$ cat config.mk
export PLATFORM = sky130hd
export DESIGN_NAME = perceptron_train_ctrl
export DESIGN_NICKNAME = d
export VERILOG_FILES = /design/src/rtl/perceptron_pkg.sv /design/src/rtl/perceptron_mac_unit.sv /design/src/rtl/perceptron_train_ctrl.sv
export SDC_FILE = /design/constraint.sdc
export NUM_CORES = 1
export LEC_CHECK = 0
export ABC_CLOCK_PERIOD_IN_PS = 7550
export BUFFER_PORTS_ARGS = -buffer_cell sky130_fd_sc_hd__buf_2
export CAP_MARGIN = 20
export CELL_PAD_IN_SITES_DETAIL_PLACEMENT = 1
export CELL_PAD_IN_SITES_GLOBAL_PLACEMENT = 1
export CORE_AREA = 5 5 120 151
export DETAILED_ROUTE_END_ITERATION = 7
export DIE_AREA = 0 0 125 156
export PLACE_DENSITY_LB_ADDON = 0.1
export SLEW_MARGIN = 10
export SYNTH_ARGS = -nofsm -noshare
export SYNTH_HDL_FRONTEND = slang
export SYNTH_SLANG_ARGS = --single-unit
$ cat constraint.sdc
create_clock -name clk -period 7.55 [get_ports clk]
set_clock_uncertainty 0.05 [all_clocks]
set_input_delay 0.3775 -clock clk [delete_from_list [all_inputs] [get_ports clk]]
set_output_delay 0.3775 -clock clk [all_outputs]
set_load 0.01 [all_outputs]
$ cat src/rtl/perceptron_pkg.sv
// rtl/perceptron_pkg.sv - shared types and helpers for the perceptron trainer; PERCEPTRON_BIAS_EN widens the weight index
package perceptron_pkg;

    typedef enum logic [2:0] {
        ST_IDLE = 3'd0,
        ST_MAC  = 3'd1,
        ST_ACT  = 3'd2,
        ST_UPD  = 3'd3,
        ST_NEXT = 3'd4,
        ST_DONE = 3'd5
    } state_t;

    // Index fields stay at least one bit wide so single-entry stores still get a port.
    function automatic int idx_w(input int n);
        return (n > 1) ? $clog2(n) : 1;
    endfunction

    function automatic int widx_w(input int n_feat);
`ifdef PERCEPTRON_BIAS_EN
        return idx_w(n_feat + 1);
`else
        return idx_w(n_feat);
`endif
    endfunction

    function automatic int acc_w(input int dw, input int n_feat);
        return 2 * dw + $clog2(n_feat) + 1;
    endfunction

    function automatic logic signed [31:0] sat_dw(input logic signed [31:0] v, input int dw);
        logic signed [31:0] hi;
        logic signed [31:0] lo;
        hi = (32'sd1 <<< (dw - 1)) - 32'sd1;
        lo = -(32'sd1 <<< (dw - 1));
        if (v > hi) return hi;
        if (v < lo) return lo;
        return v;
    endfunction

endpackage

$ cat src/rtl/perceptron_mac_unit.sv
// rtl/perceptron_mac_unit.sv - signed multiply-accumulate with clear and saturating weight adder
module perceptron_mac_unit
    import perceptron_pkg::*;
#(
    parameter int DW       = 8,
    parameter int ACC_W    = 2 * DW + 2,
    parameter int LR_SHIFT = 0
) (
    input  logic                    clk,
    input  logic                    rst,
    input  logic                    i_clr,
    input  logic                    i_en,
    input  logic signed [DW-1:0]    i_x,
    input  logic signed [DW-1:0]    i_w,
    input  logic                    i_upd_neg,
    output logic signed [ACC_W-1:0] o_acc,
    output logic signed [DW-1:0]    o_upd_w
);

    logic signed [2*DW-1:0]  w_prod;
    logic signed [DW-1:0]    w_term;
    logic signed [DW:0]      w_sum;
    logic signed [ACC_W-1:0] r_acc;

    assign w_prod = (2*DW)'(i_x) * (2*DW)'(i_w);

    always_ff @(posedge clk) begin
        if (rst || i_clr) begin
            r_acc <= '0;
        end else if (i_en) begin
            r_acc <= r_acc + ACC_W'(w_prod);
        end
    end

    assign o_acc = r_acc;

    // One extra bit holds any sum or difference of two DW-bit values before clamping.
    assign w_term  = i_x >>> LR_SHIFT;
    assign w_sum   = i_upd_neg ? ((DW+1)'(i_w) - (DW+1)'(w_term))
                               : ((DW+1)'(i_w) + (DW+1)'(w_term));
    assign o_upd_w = DW'(sat_dw(32'(w_sum), DW));

endmodule

$ cat src/rtl/perceptron_train_ctrl.sv
// rtl/perceptron_train_ctrl.sv - perceptron training sequencer with weight file; PERCEPTRON_BIAS_EN adds a bias register
module perceptron_train_ctrl
    import perceptron_pkg::*;
#(
    parameter int N_FEAT    = 2,
    parameter int N_SAMP    = 3,
    parameter int DW        = 8,
    parameter int MAX_EPOCH = 16,
    parameter int LR_SHIFT  = 0
) (
    input  logic                        clk,
    input  logic                        rst,
    input  logic                        start,
    output logic                        busy,
    output logic                        done,
    output logic                        converged,
    output logic [idx_w(N_SAMP)-1:0]    samp_idx,
    output logic [idx_w(N_FEAT)-1:0]    feat_idx,
    input  logic signed [DW-1:0]        x_data,
    input  logic                        y_label,
    input  logic                        w_ld_en,
    input  logic [widx_w(N_FEAT)-1:0]   w_ld_idx,
    input  logic signed [DW-1:0]        w_ld_data,
    input  logic [widx_w(N_FEAT)-1:0]   w_rd_idx,
    output logic signed [DW-1:0]        w_rd_data,
    output logic [7:0]                  epoch_cnt,
    output logic [7:0]                  err_cnt
);

    localparam int SI_W  = idx_w(N_SAMP);
    localparam int FI_W  = idx_w(N_FEAT);
    localparam int WI_W  = widx_w(N_FEAT);
    localparam int ACC_W = acc_w(DW, N_FEAT);
    localparam logic [SI_W-1:0] LAST_SAMP = SI_W'(N_SAMP - 1);
    localparam logic [FI_W-1:0] LAST_FEAT = FI_W'(N_FEAT - 1);
    localparam logic [7:0]      EPOCH_CAP = 8'(MAX_EPOCH);

    state_t                  r_state;
    logic                    r_busy;
    logic                    r_done;
    logic                    r_conv;
    logic                    r_neg;
    logic [SI_W-1:0]         r_samp;
    logic [FI_W-1:0]         r_feat;
    logic [7:0]              r_epoch;
    logic [7:0]              r_err;
    logic signed [DW-1:0]    r_w [N_FEAT];

    logic                    w_acc_clr;
    logic                    w_acc_en;
    logic                    w_act;
    logic                    w_wrong;
    logic signed [DW-1:0]    w_cur_w;
    logic signed [DW-1:0]    w_upd_w;
    logic signed [ACC_W-1:0] w_acc;
    logic signed [ACC_W-1:0] w_score;

    assign w_cur_w   = r_w[r_feat];
    assign w_acc_clr = ((r_state == ST_IDLE) && start) || (r_state == ST_NEXT);
    assign w_acc_en  = (r_state == ST_MAC);

    perceptron_mac_unit #(
        .DW       (DW),
        .ACC_W    (ACC_W),
        .LR_SHIFT (LR_SHIFT)
    ) u_mac (
        .clk       (clk),
        .rst       (rst),
        .i_clr     (w_acc_clr),
        .i_en      (w_acc_en),
        .i_x       (x_data),
        .i_w       (w_cur_w),
        .i_upd_neg (r_neg),
        .o_acc     (w_acc),
        .o_upd_w   (w_upd_w)
    );

`ifdef PERCEPTRON_BIAS_EN
    localparam int B_SH = ((DW / 2 - 1 - LR_SHIFT) > 0) ? (DW / 2 - 1 - LR_SHIFT) : 0;
    localparam logic signed [DW:0] B_STEP = (DW+1)'(1 << B_SH);

    logic signed [DW-1:0] r_b;
    logic signed [DW:0]   w_b_sum;
    logic signed [DW-1:0] w_b_upd;

    assign w_score = w_acc + ACC_W'(r_b);
    assign w_b_sum = r_neg ? ((DW+1)'(r_b) - B_STEP) : ((DW+1)'(r_b) + B_STEP);
    assign w_b_upd = DW'(sat_dw(32'(w_b_sum), DW));
`else
    assign w_score = w_acc;
`endif

    assign w_act   = (w_score > 0);
    assign w_wrong = (y_label != w_act);

    always_comb begin
        w_rd_data = '0;
        for (int i = 0; i < N_FEAT; i++) begin
            if (w_rd_idx == WI_W'(i)) w_rd_data = r_w[i];
        end
`ifdef PERCEPTRON_BIAS_EN
        if (w_rd_idx == WI_W'(N_FEAT)) w_rd_data = r_b;
`endif
    end

    always_ff @(posedge clk) begin
        if (rst) begin
            r_state <= ST_IDLE;
            r_busy  <= 1'b0;
            r_done  <= 1'b0;
            r_conv  <= 1'b0;
            r_neg   <= 1'b0;
            r_samp  <= '0;
            r_feat  <= '0;
            r_epoch <= '0;
            r_err   <= '0;
            for (int i = 0; i < N_FEAT; i++) r_w[i] <= '0;
`ifdef PERCEPTRON_BIAS_EN
            r_b     <= '0;
`endif
        end else begin
            r_done <= 1'b0;
            case (r_state)
                ST_IDLE: begin
                    if (w_ld_en) begin
                        for (int i = 0; i < N_FEAT; i++) begin
                            if (w_ld_idx == WI_W'(i)) r_w[i] <= w_ld_data;
                        end
`ifdef PERCEPTRON_BIAS_EN
                        if (w_ld_idx == WI_W'(N_FEAT)) r_b <= w_ld_data;
`endif
                    end
                    if (start) begin
                        r_epoch <= '0;
                        r_err   <= '0;
                        r_conv  <= 1'b0;
                        r_samp  <= '0;
                        r_feat  <= '0;
                        r_busy  <= 1'b1;
                        r_state <= ST_MAC;
                    end
                end
                ST_MAC: begin
                    if (r_feat == LAST_FEAT) r_state <= ST_ACT;
                    else                     r_feat  <= r_feat + 1'b1;
                end
                ST_ACT: begin
                    if (w_wrong) begin
                        if (r_err != 8'hFF) r_err <= r_err + 8'd1;
                        // A wrong positive call means the label was 0: step weights down.
                        r_neg   <= w_act;
                        r_feat  <= '0;
                        r_state <= ST_UPD;
                    end else begin
                        r_state <= ST_NEXT;
                    end
                end
                ST_UPD: begin
                    r_w[r_feat] <= w_upd_w;
`ifdef PERCEPTRON_BIAS_EN
                    if (r_feat == '0) r_b <= w_b_upd;
`endif
                    if (r_feat == LAST_FEAT) r_state <= ST_NEXT;
                    else                     r_feat  <= r_feat + 1'b1;
                end
                ST_NEXT: begin
                    r_feat <= '0;
                    if (r_samp != LAST_SAMP) begin
                        r_samp  <= r_samp + 1'b1;
                        r_state <= ST_MAC;
                    end else begin
                        r_epoch <= r_epoch + 8'd1;
                        if (r_err == 8'd0) begin
                            r_conv  <= 1'b1;
                            r_busy  <= 1'b0;
                            r_done  <= 1'b1;
                            r_state <= ST_DONE;
                        end else if ((r_epoch + 8'd1) == EPOCH_CAP) begin
                            r_conv  <= 1'b0;
                            r_busy  <= 1'b0;
                            r_done  <= 1'b1;
                            r_state <= ST_DONE;
                        end else begin
                            r_samp  <= '0;
                            r_err   <= '0;
                            r_state <= ST_MAC;
                        end
                    end
                end
                ST_DONE: begin
                    r_state <= ST_IDLE;
                end
                default: begin
                    r_state <= ST_IDLE;
                end
            endcase
        end
    end

    assign busy      = r_busy;
    assign done      = r_done;
    assign converged = r_conv;
    assign samp_idx  = r_samp;
    assign feat_idx  = r_feat;
    assign epoch_cnt = r_epoch;
    assign err_cnt   = r_err;

endmodule

==> results of run 1 <==
[cells in the final DEF, fill, tap and decap left out, types with 13 or more instances in the layout]
master	count
inv_1	94
fa_1	81
nor2_1	62
nand2_1	61
ha_1	55
a21oi_1	53
buf_2	52
dfxtp_1	45
o21ai_0	28
xnor2_1	23
and2_1	18
edfxtp_1	16
nor2b_1	14
a221o_1	14
nor3_1	13
nand3_1	13
[flip-flops by register name, indices dropped and copies added (netlist names), named ones only]
signal / cells
converged: 1
u_mac.o_acc: 18
busy: 1
err_cnt: 8
samp_idx: 2
feat_idx: 1
epoch_cnt: 8
r_state: 3
r_neg: 1
r_w: 16
done: 1
[metrics by stage]
| step | cells | setup slack [ns] | area [µm²] |
|---|---|---|---|
| after floorplan | 750 | 2.21 | 6820 |
| after global placement | 999 | 1.63 | 7250 |
| after detailed placement | 999 | 1.44 | 7250 |
| after CTS | 1015 | 1.41 | 7540 |
| after global routing | 1015 | 1.00 | 7540 |
| final | 1015 | 1.41 | 7540 |
[worst paths after layout]
path                                from                            to  cells past startpoint
max                            flip-flop  u_mac.o_acc[16]$_SDFFE_PP0P_                     16
min                         w_ld_data[7]           r_w[0][7]$_DFFE_PP_                      3
max reg2reg                    flip-flop  u_mac.o_acc[16]$_SDFFE_PP0P_                     16
min reg2reg  u_mac.o_acc[2]$_SDFFE_PP0P_   u_mac.o_acc[2]$_SDFFE_PP0P_                      2
[routing by layer]
layer | GRT usage | vias up | wire (µm)
li1 | - | 2638 | -
met1 | 0.239 | 2763 | 7960
met2 | 0.367 | 59 | 9860
met3 | 0.0274 | 13 | 343
met4 | 0.0424 | 0 | 182
met5 | 0 | - | 0
[power by group]
group          leakage [nW]  switching (mW)  internal (mW)  total, mW
combinational          2.77            1.57           1.14       2.71
clock                 0.138           0.158          0.249      0.406
sequential            0.533          0.0485          0.379      0.428
[final cells by class]
type                    count  area, µm²
flip-flops and latches     61       1380
fillers                  1965       8970
repair buffers             53        268
inverters                  95        357
clock buffers              13        270
multi-input cells         570       4970
well taps                 220        275
clock inverters             3       20.0
[cell families after synthesis]
family | count (synthesis) | synth area share
compound gates | 154 | 0.148
xor+xnor | 27 | 0.0347
fa+ha+maj | 136 | 0.339
buf+inv | 119 | 0.0692
flops | 61 | 0.203
mux | 23 | 0.0376
simple gates | 230 | 0.169
[critical path, delay by kind of cell, from the launching register on]
| family | cells | cell delay, ns |
|---|---|---|
| adder cells (fa/ha/maj) | 6 | 2.88 |
| AND/OR/NAND/NOR | 1 | 0.63 |
| flip-flops | 1 | 0.64 |
| XOR/XNOR | 1 | 0.16 |
| buffers and inverters | 2 | 0.19 |
| AO/OA/AOI/OAI | 5 | 1.08 |
| multiplexers | 1 | 0.36 |
==> flow_summary.ini, run 1 <==
[run_status]
outcome = completed

[routing]
via_count = 5473
wire_per_inst_um = 18.1
drt_iter0_markers = 216
drc = 0
drt-total-wl_um = 18300
drt_pass1_iterations = 7
vias_per_cell = 5.39
antenna_left = 0

[cts]
cts-resized-gates = 0
postCtsSetupRepairBufs = 0
cts-hold-fix-buffers = 0
numCtsBuffers = 9
h-tree-depth = 3
clockBufferDepth = 2
clk_pin_slew_ns = 0.06
clk_latency_ns = 0.34
clockRootBuffer = clkbuf_16
cts_tree = yes
clock_sinks = 61

[floorplan]
core_mm2 = 0.0165
die-height_um = 156
start_util = 0.413
dieArea_mm2 = 0.0195
row_count = 53
io_pins = 53
die_width_um = 125

[global_routing]
grt_usage = 0.196
grt_max_degree = 26
antenna_found_initial = 0
grt_pass1_vias = 6277
grt_pass1_wl_um = 31400
grt-ovfl-total = 0

[timing]
whs_ns = 0.281
maxSlewHeadroom = 0.312
fin_crit_sh = 0.814
setup_violations = 0
worstMarginPinSlew_ns = 1.03
finalHoldViolations = 0
fin_crit_ns = 6.14
drv_slew = 0
grt_setup_unrepaired = false
setup_tns_ns = 0
fmax_ghz = 0.163

[placed_design]
dp_hpwl_um = 15200
portBuffers = 52
gp_congestion = 0.829

[logic_synthesis]
ys_top_cells_by_count = 94 x inv_1, 81 x fa_1, 62 x nor2_1
async_flop_share = 0
ys.warnings.count = 0
syn_area_per_cell_um2 = 9.09
syn-num-nets = 909
synth-edff-count = 16
synth_ff_type = dfxtp_1
synthDominantCellAreaShare = 0.238
synth-seq-cells = 61
yosysMostFrequentCell = inv_1
syn-instance-count = 750
synth.distinct_cells = 61
mappedNetlistArea_mm2 = 0.00682
synth.area.top_cells = fa_1 24%, dfxtp_1 13%, ha_1 10%
ys_seq_area_frac = 0.203
synth_top_cell_by_area = fa_1

[setup_path]
critPathMaxFanout = 11
crit_chain = mux2_2, and2_1, inv_1, fa_1, inv_1, fa_1, fa_1, fa_1, fa_1, ha_1, o21ai_0, o21ai_0, a31oi_1, a211oi_1, xnor2_1, a21oi_1
worstPathArrival_ns = 6.29
setup.worst_path.end_class = flip-flop
cpPeakStageDelay_ns = 0.64
path_class = reg -> reg
worstPathRequired_ns = 7.69
reg2reg_slack_ns = 1.41
cpMaxStageDelayCell = dfxtp_1
startpoint_type = flip-flop
crit_top_cell = fa_1

[power]
p_per_area_mw_per_mm2 = 470
power.total_mw = 3.55
peakVddDrop_v = 0.000199
p_leak_nw = 3.44

[finish]
antenna_cells = 0
syn_to_final_growth_pct = 10.5
nets = 949
drive_above_1_share = 0.114
fin_util = 0.457

[hold_path]
worstHoldPathType = in -> reg

[flow_run]
drv_cap = 0
Note: power is estimated with default switching activity, not from simulation.
==> run 2: changes to the inputs <==
--- a/config.mk
+++ b/config.mk
@@ -5,7 +5,7 @@
 export SDC_FILE = /design/constraint.sdc
 export NUM_CORES = 1
 export LEC_CHECK = 0
-export ABC_CLOCK_PERIOD_IN_PS = 7550
+export ABC_CLOCK_PERIOD_IN_PS = 5400
 export BUFFER_PORTS_ARGS = -buffer_cell sky130_fd_sc_hd__buf_2
 export CAP_MARGIN = 20
 export CELL_PAD_IN_SITES_DETAIL_PLACEMENT = 1
==> constraint.sdc (replaced) <==
create_clock -name clk -period 5.4 [get_ports clk]
set_clock_uncertainty 0.05 [all_clocks]
set_input_delay 0.27 -clock clk [delete_from_list [all_inputs] [get_ports clk]]
set_output_delay 0.27 -clock clk [all_outputs]
set_load 0.01 [all_outputs]
==> run 2 against run 1 <==
Compared with the run above:
- core utilization increased by 2.3 points
- critical endpoint unchanged
- global-route usage is 0.58 points higher
- first-iteration DRC count down 4.6%
- worst hold slack got worse by 0.10 ns
- via count up 3.8%
- final area up 5.1%
- critical path type unchanged
==> flow_summary.ini, run 2 (same netlist as run 1, synthesis figures left out) <==
[hold_path]
hold_depth = 3
hold_start = w_ld_data[7]
worstHoldPathType = in -> reg
hold_path_end = r_w[1][7]$_DFFE_PP_

[placed_design]
portBuffers = 52
dp_hpwl_um = 15600
gp_congestion = 0.817
place_inst = 1023
dp_slack_ns = -0.0836

[floorplan]
die-height_um = 156
start_util = 0.413
row_count = 53
dieArea_mm2 = 0.0195
io_pins = 53
core_mm2 = 0.0165
die_width_um = 125

[power]
p_per_area_mw_per_mm2 = 735
p_leak_nw = 3.60
peakVddDrop_v = 0.000377

[setup_path]
setup.worst_path.end_class = flip-flop
path_class = reg -> reg
startpoint_type = flip-flop
crit_chain = buf_6, mux2i_1, buf_4, nor2b_1, fa_1, inv_1, fa_1, inv_1, fa_1, fa_1, ha_1, ha_1, or2_2, a2111oi_2, a211oi_1, xnor2_1, a21oi_1
reg2reg_slack_ns = 0.24
worstPathArrival_ns = 5.31
r2r-end = u_mac.o_acc[16]$_SDFFE_PP0P_
worstPathRequired_ns = 5.55
reg2reg_depth = 17
cpPeakStageDelay_ns = 0.54
critPathMaxFanout = 7
crit_top_cell = fa_1
cpMaxStageDelayCell = fa_1

[routing]
drt_pass1_iterations = 4
via_count = 5679
wire_per_inst_um = 18.1
drt-total-wl_um = 18900
drc = 0
vias_per_cell = 5.45
drt_iter0_markers = 206
antenna_left = 0

[timing]
whs_ns = 0.176
maxSlewHeadroom = 0.306
fin_crit_sh = 0.956
fin_crit_ns = 5.16
fmax_ghz = 0.194
worstMarginPinSlew_ns = 1.04
setup_violations = 0
drv_slew = 0
setup_tns_ns = 0
setup_ws_ns = 0.237
finalHoldViolations = 0

[finish]
stdcell_count = 1042
mostFrequentLayoutCell = inv_1
antenna_cells = 0
layout_common_cells = 93 x inv_1, 79 x fa_1, 62 x nor2_1
nets = 976
drive_above_1_share = 0.169
fin_util = 0.480
largest_reg_flops = 18
syn_to_final_growth_pct = 16.2

[global_routing]
antenna_found_initial = 0
grt_pass1_vias = 6334
grt_pass1_wl_um = 31900
grt-ovfl-total = 0
grt_max_degree = 26
grt_usage = 0.201

[cts]
h-tree-depth = 3
numCtsBuffers = 9
clockBufferDepth = 2
clk_pin_slew_ns = 0.06
cts_tree = yes
clk_latency_ns = 0.34
clockRootBuffer = clkbuf_16
clock_sinks = 61

[run_status]
outcome = completed

[flow_run]
drv_cap = 0
==> run 2: changes by cell type in the layout (fill, tap and decap cells not counted), sizes merged <==
cell and change:
clkbuf -2, clkinvlp -2, clkinv +3, buf +27, bufinv +1
==> run 2: what timing repair did <==
item                       CTS  global route
pin swaps                    0            12
setup buffers                0             3
hold buffers                 0             0
setup endpoints to repair    4             8
gates resized for setup      5            34
==> run 2: layer usage <==
layer  part of all wire  GRT usage  vias to the layer above
met5                  0          0                        -
met4              0.015     0.0589                        0
met3              0.020     0.0277                       15
met2               0.54      0.371                       62
met1               0.42      0.246                     2892
li1                   -          -                     2710
==> run 2: how the worst max path moves through the flow <==
stage                                         to  slack (ns)  cells past startpoint
floorplan           u_mac.o_acc[14]$_SDFFE_PP0P_        0.06                     17
global placement    u_mac.o_acc[16]$_SDFFE_PP0P_        0.04                     17
detailed placement  u_mac.o_acc[17]$_SDFFE_PP0P_       -0.08                     20
CTS                 u_mac.o_acc[14]$_SDFFE_PP0P_        0.01                     16
global route        u_mac.o_acc[17]$_SDFFE_PP0P_       -0.01                     16
finish              u_mac.o_acc[16]$_SDFFE_PP0P_        0.24                     17
==> run 2: worst max-delay path, delay by kind of cell, from the launching register on <==
kind                     cells  cell delay [ns]
buffers and inverters        4             0.48
flip-flops                   1             0.35
multiplexers                 1             0.31
XOR/XNOR                     1             0.17
adder cells (fa/ha/maj)      6             2.71
AND/OR/NAND/NOR              2             0.42
AO/OA/AOI/OAI                3             0.53
==> run 2: per-stage QoR <==
step | area, µm² | power [mW]
after floorplan | 6820 | 3.48
after global placement | 7430 | 4.49
after detailed placement | 7430 | 4.72
after CTS | 7760 | 5.39
after global routing | 7930 | 6.47
final | 7930 | 5.83
==> run 2: power breakdown <==
group | switching [mW] | total, mW | internal [mW] | leakage [nW]
registers | 0.0644 | 0.595 | 0.530 | 0.534
logic | 2.48 | 4.62 | 2.15 | 2.92
clock network | 0.224 | 0.610 | 0.385 | 0.155
==> run 2: area by class of cell <==
| cell class | count | area [µm²] |
|---|---|---|
| fill | 1891 | 8590 |
| timing repair buffer | 80 | 489 |
| clock inverter | 5 | 57.6 |
| clock buffer | 11 | 254 |
| sequential | 61 | 1380 |
| tap | 220 | 275 |
| inverter | 95 | 357 |
| multi-input combinational | 570 | 5110 |
==> run 3: changes to the inputs <==
--- a/config.mk
+++ b/config.mk
@@ -11,9 +11,10 @@
 export CELL_PAD_IN_SITES_DETAIL_PLACEMENT = 1
 export CELL_PAD_IN_SITES_GLOBAL_PLACEMENT = 1
 export CORE_AREA = 5 5 120 151
+export CTS_CLUSTER_DIAMETER = 100
 export DETAILED_ROUTE_END_ITERATION = 7
 export DIE_AREA = 0 0 125 156
-export PLACE_DENSITY_LB_ADDON = 0.1
+export PLACE_DENSITY = 0.74
 export SLEW_MARGIN = 10
 export SYNTH_ARGS = -nofsm -noshare
 export SYNTH_HDL_FRONTEND = slang
==> run 3 against run 2 <==
Compared with the run above:
- worst setup slack got worse by 0.020 ns
- core utilization rose by 0.34 points
- first-iteration DRC count fell by 4.9%
- clock power fell by 9.2%
- total power rose by 3.8%
- wire length rose by 0.47%
- cell count fell by 0.19%
- critical path depth did not move
- worst hold slack improved by 0.020 ns
- highest routed layer unchanged
==> flow_summary.ini, run 3 (same netlist as run 1, synthesis figures left out) <==
[routing]
drt_pass1_iterations = 6
antenna_left = 0
wire_per_inst_um = 18.3
drt-total-wl_um = 19000
drc = 0
vias_per_cell = 5.47
via_count = 5693
drt_iter0_markers = 196

[timing]
fin_crit_sh = 0.960
drv_slew = 0
maxSlewHeadroom = 0.320
worstMarginPinSlew_ns = 1.02
fmax_ghz = 0.193
setup_violations = 0
finalHoldViolations = 0
setup_ws_ns = 0.217
setup_tns_ns = 0
fin_crit_ns = 5.18
whs_ns = 0.196

[finish]
nets = 974
mostFrequentLayoutCell = inv_1
largest_reg_flops = 18
syn_to_final_growth_pct = 17.0
drive_above_1_share = 0.177
fin_util = 0.483
nFillCells = 1924
layout_common_cells = 92 x inv_1, 78 x fa_1, 62 x nor2_1
antenna_cells = 0

[cts]
clk_pin_slew_ns = 0.06
clockBufferDepth = 2
clock_sinks = 61
h-tree-depth = 3
clockRootBuffer = clkbuf_16
numCtsBuffers = 9
cts-hold-fix-buffers = 0
clk_latency_ns = 0.33
cts_tree = yes

[global_routing]
grt_max_degree = 26
grt_pass1_vias = 6389
grt_pass1_wl_um = 31900
grt-ovfl-total = 0
antenna_found_initial = 0
grt_usage = 0.200

[power]
peakVddDrop_v = 0.000449
p_leak_nw = 3.58
p_per_area_mw_per_mm2 = 758

[placed_design]
portBuffers = 52
dp_slack_ns = -0.129
dp_hpwl_um = 15500
gp_congestion = 0.846

[setup_path]
crit_family = adder cells
crit_chain = buf_12, mux2i_4, inv_1, and2_1, fa_2, inv_2, fa_1, inv_1, fa_1, fa_1, ha_1, ha_1, or2_2, a2111oi_4, a211oi_2, xnor2_1, a21oi_1
cpPeakStageDelay_ns = 0.62
startpoint_type = flip-flop
critPathMaxFanout = 8
setup.worst_path.end_class = flip-flop
crit_top_cell = fa_1
worstPathRequired_ns = 5.53
path_class = reg -> reg
worstPathArrival_ns = 5.31
cpMaxStageDelayCell = fa_2
path_buf_inv = 4

[floorplan]
dieArea_mm2 = 0.0195
die-height_um = 156
start_util = 0.413
io_pins = 53
row_count = 53
die_width_um = 125
core_mm2 = 0.0165

[run_status]
outcome = completed

[hold_path]
worstHoldPathType = in -> reg
hold_start = w_ld_data[7]

[flow_run]
drv_cap = 0
==> run 3: cell count changes in the layout (fill, tap and decap cells not counted), moves of 2 or more <==
cell,before,now
mux2i_1,8,6
ha_4,4,7
a211oi_2,1,3
buf_6,3,1
ha_1,50,46
nand2_2,2,0
buf_12,0,2
nand2_1,59,61
clkinvlp_4,0,2
a211oi_1,6,4
==> run 3: stage by stage <==
stage / instances / instance area (µm²) / total power, mW
final: 1040 / 7980 / 6.05
after global routing: 1040 / 7980 / 6.66
after CTS: 1037 / 7760 / 5.52
after detailed placement: 1021 / 7430 / 4.69
after global placement: 1021 / 7430 / 4.47
after floorplan: 750 / 6820 / 3.48
==> run 3: power by group <==
part	switching, mW	internal [mW]	leakage [nW]
sequential	0.0667	0.531	0.534
combinational	2.59	2.31	2.91
clock	0.217	0.337	0.137
total	2.87	3.18	3.58
==> run 3: final timing paths <==
check	end	slack [ns]	depth (start not counted)
max	u_mac.o_acc[16]$_SDFFE_PP0P_	0.22	17
min	r_w[1][7]$_DFFE_PP_	0.20	3
max reg2reg	u_mac.o_acc[16]$_SDFFE_PP0P_	0.22	17
min reg2reg	u_mac.o_acc[2]$_SDFFE_PP0P_	0.44	2
==> run 3: routing by layer <==
layer	global-route usage	vias to the layer above	wire [µm]
li1	-	2699	-
met5	0	-	0
met2	0.373	81	10300
met3	0.0281	29	420
met1	0.237	2884	7890
met4	0.0604	0	409
==> run 3: final cells by class <==
class	count	area, µm²	share of cell area
well taps	220	275	0.0345
clock inverters	5	33.8	0.00423
inverters	95	357	0.0447
flip-flops and latches	61	1380	0.173
clock buffers	11	254	0.0318
repair buffers	78	484	0.0607
multi-input cells	570	5200	0.651
==> run 3: what timing repair did <==
| item | 4_1_cts | 5_1_grt |
|---|---|---|
| setup buffers | 0 | 2 |
| gates resized for setup | 14 | 35 |
| pin swaps | 1 | 18 |
| hold endpoints to repair | 0 | 0 |
| endpoints found under the setup margin | 6 | 9 |
==> run 3: worst min-delay path, delay by kind of cell <==
family / cells / cell delay (ns)
buf+inv: 1 / 0.08
compound gates: 1 / 0.07
simple gates: 1 / 0.05
